**src/rtl/mult_pkg.sv**
```systemverilog
// Shared definitions for the arbitrated 32x32 multiplier: widths, multiplier
// timing and the arbiter FSM state encoding.
package mult_pkg;

    localparam int OP_W     = 32;
    localparam int PROD_W   = 64;

    // mult32x32_fast walks the B operand one slice per busy cycle
    localparam int MULT_LAT = 4;
    localparam int SLICE_W  = OP_W / MULT_LAT;
    localparam int SLICE_LG = $clog2(SLICE_W);
    localparam int STEP_W   = $clog2(MULT_LAT);

    typedef enum logic [1:0] {
        ST_IDLE  = 2'd0,
        ST_START = 2'd1,
        ST_WAIT  = 2'd2,
        ST_DONE  = 2'd3
    } arb_state_t;

    function automatic logic [1:0] id_onehot(input logic id);
        return id ? 2'b10 : 2'b01;
    endfunction

endpackage

```
**src/rtl/mult32x32_fast.sv**
```systemverilog
// Sequential 32x32 unsigned multiplier: one start pulse, busy rises the next
// cycle and stays high for MULT_LAT cycles while byte slices are accumulated.
module mult32x32_fast
    import mult_pkg::*;
(
    input  logic              clk,
    input  logic              rst,
    input  logic              start_i,
    input  logic [OP_W-1:0]   a_i,
    input  logic [OP_W-1:0]   b_i,
    output logic              busy_o,
    output logic [PROD_W-1:0] product_o
);

    logic [OP_W-1:0]           a_q;
    logic [OP_W-1:0]           b_q;
    logic [PROD_W-1:0]         acc_q;
    logic [STEP_W-1:0]         step_q;
    logic                      busy_q;

    logic [STEP_W+SLICE_LG-1:0] bit_off;
    logic [SLICE_W-1:0]         b_slice;
    logic [PROD_W-1:0]          partial;

    always_comb begin
        bit_off = {step_q, SLICE_LG'(0)};
        b_slice = SLICE_W'(b_q >> bit_off);
        partial = (PROD_W'(a_q) * PROD_W'(b_slice)) << bit_off;
    end

    // NOTE: sequential state uses non-blocking assignments so every register
    // samples the pre-edge values, independent of statement order.
    always_ff @(posedge clk or posedge rst) begin
        if (rst) begin
            a_q    <= '0;
            b_q    <= '0;
            acc_q  <= '0;
            step_q <= '0;
            busy_q <= 1'b0;
        end else if (start_i) begin
            a_q    <= a_i;
            b_q    <= b_i;
            acc_q  <= '0;
            step_q <= '0;
            busy_q <= 1'b1;
        end else if (busy_q) begin
            acc_q  <= acc_q + partial;
            step_q <= step_q + 1'b1;
            if (step_q == STEP_W'(MULT_LAT - 1)) begin
                busy_q <= 1'b0;
            end
        end
    end

    assign busy_o    = busy_q;
    assign product_o = acc_q;

endmodule

```
**src/rtl/mult32x32_arb.sv**
```systemverilog
// Two-requester round-robin front end sharing one mult32x32_fast.
// Define MULT32X32_ARB_STATS_EN to add saturating per-requester op counters.
module mult32x32_arb
    import mult_pkg::*;
(
    input  logic              clk,
    input  logic              reset,
    input  logic [1:0]        req,
    input  logic [OP_W-1:0]   a0,
    input  logic [OP_W-1:0]   b0,
    input  logic [OP_W-1:0]   a1,
    input  logic [OP_W-1:0]   b1,
    output logic [1:0]        gnt,
    output logic [1:0]        done,
    output logic [PROD_W-1:0] product,
    output logic              arb_busy
`ifdef MULT32X32_ARB_STATS_EN
    ,
    output logic [15:0]       ops0,
    output logic [15:0]       ops1
`endif
);

    arb_state_t        state_q, state_d;
    logic [OP_W-1:0]   a_q, a_d;
    logic [OP_W-1:0]   b_q, b_d;
    logic              id_q, id_d;
    logic              last_q, last_d;
    logic              first_wait_q, first_wait_d;
    logic [PROD_W-1:0] product_q, product_d;

    logic              winner;
    logic              mult_rst;
    logic              mult_start;
    logic              mult_busy;
    logic [PROD_W-1:0] mult_product;

    // NOTE: every output of this block gets a default first, so no path can
    // leave a variable unassigned and infer a latch.
    always_comb begin
        state_d      = state_q;
        a_d          = a_q;
        b_d          = b_q;
        id_d         = id_q;
        last_d       = last_q;
        first_wait_d = first_wait_q;
        product_d    = product_q;
        winner       = 1'b0;
        mult_start   = 1'b0;
        gnt          = 2'b00;
        done         = 2'b00;

        case (state_q)
            ST_IDLE: begin
                if (req != 2'b00) begin
                    // Contention goes to whoever was not served last
                    winner  = (req == 2'b11) ? ~last_q : req[1];
                    id_d    = winner;
                    a_d     = winner ? a1 : a0;
                    b_d     = winner ? b1 : b0;
                    gnt     = id_onehot(winner);
                    state_d = ST_START;
                end
            end
            ST_START: begin
                mult_start   = 1'b1;
                first_wait_d = 1'b1;
                state_d      = ST_WAIT;
            end
            ST_WAIT: begin
                // Busy is not yet valid in the first WAIT cycle
                first_wait_d = 1'b0;
                if (!first_wait_q && !mult_busy) begin
                    product_d = mult_product;
                    state_d   = ST_DONE;
                end
            end
            ST_DONE: begin
                done    = id_onehot(id_q);
                last_d  = id_q;
                state_d = ST_IDLE;
            end
            default: state_d = ST_IDLE;
        endcase
    end

    always_ff @(posedge clk or negedge reset) begin
        if (!reset) begin
            state_q      <= ST_IDLE;
            a_q          <= '0;
            b_q          <= '0;
            id_q         <= 1'b0;
            last_q       <= 1'b1;
            first_wait_q <= 1'b0;
            product_q    <= '0;
        end else begin
            state_q      <= state_d;
            a_q          <= a_d;
            b_q          <= b_d;
            id_q         <= id_d;
            last_q       <= last_d;
            first_wait_q <= first_wait_d;
            product_q    <= product_d;
        end
    end

    assign product  = product_q;
    assign arb_busy = (state_q != ST_IDLE);
    assign mult_rst = ~reset;

    mult32x32_fast u_mult (
        .clk       (clk),
        .rst       (mult_rst),
        .start_i   (mult_start),
        .a_i       (a_q),
        .b_i       (b_q),
        .busy_o    (mult_busy),
        .product_o (mult_product)
    );

`ifdef MULT32X32_ARB_STATS_EN
    logic [15:0] ops0_q;
    logic [15:0] ops1_q;

    always_ff @(posedge clk or negedge reset) begin
        if (!reset) begin
            ops0_q <= '0;
            ops1_q <= '0;
        end else begin
            if (done[0] && (ops0_q != 16'hFFFF)) ops0_q <= ops0_q + 1'b1;
            if (done[1] && (ops1_q != 16'hFFFF)) ops1_q <= ops1_q + 1'b1;
        end
    end

    assign ops0 = ops0_q;
    assign ops1 = ops1_q;
`endif

endmodule

```
**config.mk**
```make
export PLATFORM = sky130hd
export DESIGN_NAME = mult32x32_arb
export DESIGN_NICKNAME = d
export VERILOG_FILES = /design/src/rtl/mult_pkg.sv /design/src/rtl/mult32x32_fast.sv /design/src/rtl/mult32x32_arb.sv
export SDC_FILE = /design/constraint.sdc
export NUM_CORES = 1
export LEC_CHECK = 0
export ABC_AREA = 1
export ABC_CLOCK_PERIOD_IN_PS = 5860
export CORE_UTILIZATION = 55
export DETAILED_ROUTE_END_ITERATION = 6
export GPL_TIMING_DRIVEN = 0
export PLACE_DENSITY = 0.79
export SYNTH_ARGS = -nofsm -noshare
export SYNTH_HDL_FRONTEND = slang
export SYNTH_HIERARCHICAL = 1
export SYNTH_SLANG_ARGS = --single-unit
```
**constraint.sdc**
```tcl
create_clock -name clk -period 5.86 [get_ports clk]
set_input_delay 0.879 -clock clk [delete_from_list [all_inputs] [get_ports clk]]
set_output_delay 0.879 -clock clk [all_outputs]
set_load 0.05 [all_outputs]
```
==> flow_metrics.tcl <==
set metrics [dict create \
    status "complete, but fails checks" \
    violations "DRC, setup timing" \
    synth.area.top_cells "dfrtp_1 (27%), fa_1 (15%), nand2_1 (14%)" \
    tritoncts "yes" \
    ant_nets 0 \
    cp-start-kind "flip-flop" \
    timing.final.crit_share_pct 126 \
    setup_viol 55 \
    cpMostUsedCell "nand2_1" \
    max_stage_delay_ns 0.50 \
    dieArea_sq_um 45600 \
    ctsHoldBuffers 0 \
    clock-sinks 264 \
    synthesis.nets 3872 \
    first_iter_violations 3440 \
    gp_congestion 0.984 \
    detail_route.wl_per_cell_microns 20.9 \
    initial_utilization_pct 55.7 \
    cp-end-kind "flip-flop" \
    port_buffers 200 \
    worst_slew_pin_slew_ns 1.19 \
    drt-met1-wl_mm 36.3 \
    path_delay_family "adder cells" \
    syn_area_sq_um 24600 \
    crit_path_max_fanout 8 \
    finalWorstPathRequiredPeriod_ns 7.41 \
    wl_met2_mm 41.2 \
    antenna_found_initial 3 \
    critPathKind "flip-flop to flip-flop" \
    ys_seq_area_share_pct 26.8 \
    final_common_cell "nand2_1" \
    max_freq_mhz 135 \
    synth_cell_type_count 48 \
    stdcell_count 4442 \
    via_per_inst 6.01 \
    overflow 0 \
    max-cap-violations 0 \
    avgSynthCellArea_sq_um 7.20 \
    num_rows 77 \
    whs_ns 0.186 \
    yosys.area.top_type "dfrtp_1" \
    drtPass1Iterations 7 \
    ys_ff_latch 264 \
    slew_headroom_pct 20.5 \
    first_global_vias 24968 \
    arrival_ns 7.89 \
    cts.path.max_buffers 3 \
    dr_wl_met3_mm 10.8 \
    finalHoldViolations 0 \
    wl_mm 93.0 \
    grt_start_max_net_pins 89 \
    boundaryPins 201 \
    slew_viol_final 0 \
    drive_gt1_share_pct 25.9 \
    synth_cells 3423 \
    highest_layer "met5" \
    core_sq_um 44200 \
    cts-htree-levels 1 \
    die_y_microns 214 \
    rsz0062_at_grt "true" \
    layout_common_cells "nand2_1 (805), inv_1 (330), nor2_1 (296)" \
    hold_path.class "input port to asynchronous set/reset pin" \
    cts_root_buf "clkbuf_16" \
    cp_slowest_cell "ha_2" \
    synth_warnings 6 \
    die_w_microns 214 \
    placedCellCount 4217 \
    synth.top_cell.area_share_pct 26.7 \
    route.detailed.drc 20 \
    num-nets-final 4274 \
    grt_pass1_wl_mm 134 \
    path_clk_slew_ns 0.06 \
    routed-via-count 26696 \
    cp.required_ns 6.34 \
    layout_setup_ws_ns -1.55 \
    skew_ns 0.0301 \
    cts_buffers 29 \
    clock_latency_ns 0.61 \
    place_hpwl_mm 64.9 \
    path_buf_inv 10 \
    grt_util_all_layers_pct 38.1 \
    area_growth_pct 38.6 \
]
==> worst paths after layout <==
check	slack, ns	to	from	depth (start not counted)
worst max-delay path	-1.55	u_mult/product_o[62]	u_mult/step_q[0]	36
worst min-delay path	0.19	product[17]	reset	1
worst max register to register	-1.55	u_mult/product_o[62]	u_mult/step_q[0]	36
worst min register to register	0.47	product[6]	product[6]	2
max in group asynchronous	3.70	u_mult/a_q[21]	reset	5
min in group clk	0.47	product[6]	product[6]	2
==> routing by layer <==
| layer | track usage, % | vias to the layer above |
|---|---|---|
| li1 | - | 11793 |
| met1 | 51.1 | 12813 |
| met5 | 0 | - |
| met4 | 13.1 | 2 |
| met2 | 59.7 | 1650 |
| met3 | 10.3 | 438 |
==> stage by stage <==
| stage | area, sq um | utilization [%] | TNS (ns) | setup WS [ns] |
|---|---|---|---|---|
| floorplan | 25400 | - | -2.23 | -0.156 |
| global placement | 28200 | 63.7 | -1012.12 | -5.55 |
| detailed placement | 28200 | 63.9 | -78.49 | -1.97 |
| CTS | 32600 | 73.6 | -48.74 | -1.14 |
| global route | 34100 | 77.2 | -79.07 | -1.76 |
| finish | 34100 | 77.2 | -68.51 | -1.55 |
==> repair_timing <==
action / in CTS / in global routing
gates cloned: 2 / 1
pin swaps: 158 / 130
endpoints found under the hold margin: 0 / 0
endpoints found under the setup margin: 56 / 56
resized for setup: 540 / 291
buffers inserted: 122 / 44
==> Yosys cell counts, drive strengths merged <==
master,instances
xor2,25
dfstp,1
o31a,1
xnor2,28
a211oi,2
o21ai,204
a31oi,20
a21boi,9
nand3b,32
and2,2
ha,136
inv,404
nor4,6
dfrtp,263
clkinv,13
clkbuf,68
nand3,322
o211ai,3
a21oi,138
or2,7
o21a,11
a21o,15
and3,4
nor2,425
nor3,24
a22o,2
buf,65
o21bai,15
fa,181
nand2,938
nand4,59
==> kinds of logic after synthesis <==
group                    count (synthesis)  synth area share, %
AO/OA/AOI/OAI                          420                 9.71
XOR/XNOR                                53                 1.92
adder cells (fa/ha/maj)                317                 21.6
buffers and inverters                  550                 8.62
flip-flops                             264                 26.8
AND/OR/NAND/NOR                       1819                 31.3
==> registers in the layout, summed over array words and instances (netlist names) <==
register,flops
id_q,1
u_mult/product_o,64
u_mult/step_q,2
u_mult/a_q,32
u_mult/busy_o,1
a_q,32
first_wait_q,1
product,64
state_q,2
last_q,1
b_q,32
u_mult/b_q,32
==> area by class of cell <==
class | instances | area, sq um
inverters | 417 | 1610
multi-input cells | 2609 | 19900
well taps | 592 | 741
repair buffers | 371 | 3500
fillers | 3081 | 10100
flip-flops and latches | 264 | 6610
plain buffers | 133 | 782
diodes | 2 | 5.00
clock buffers | 40 | 837
clock inverters | 14 | 214
Power is not shown: default switching activity piles up to over one toggle a cycle in this logic, so the estimate is an artifact.
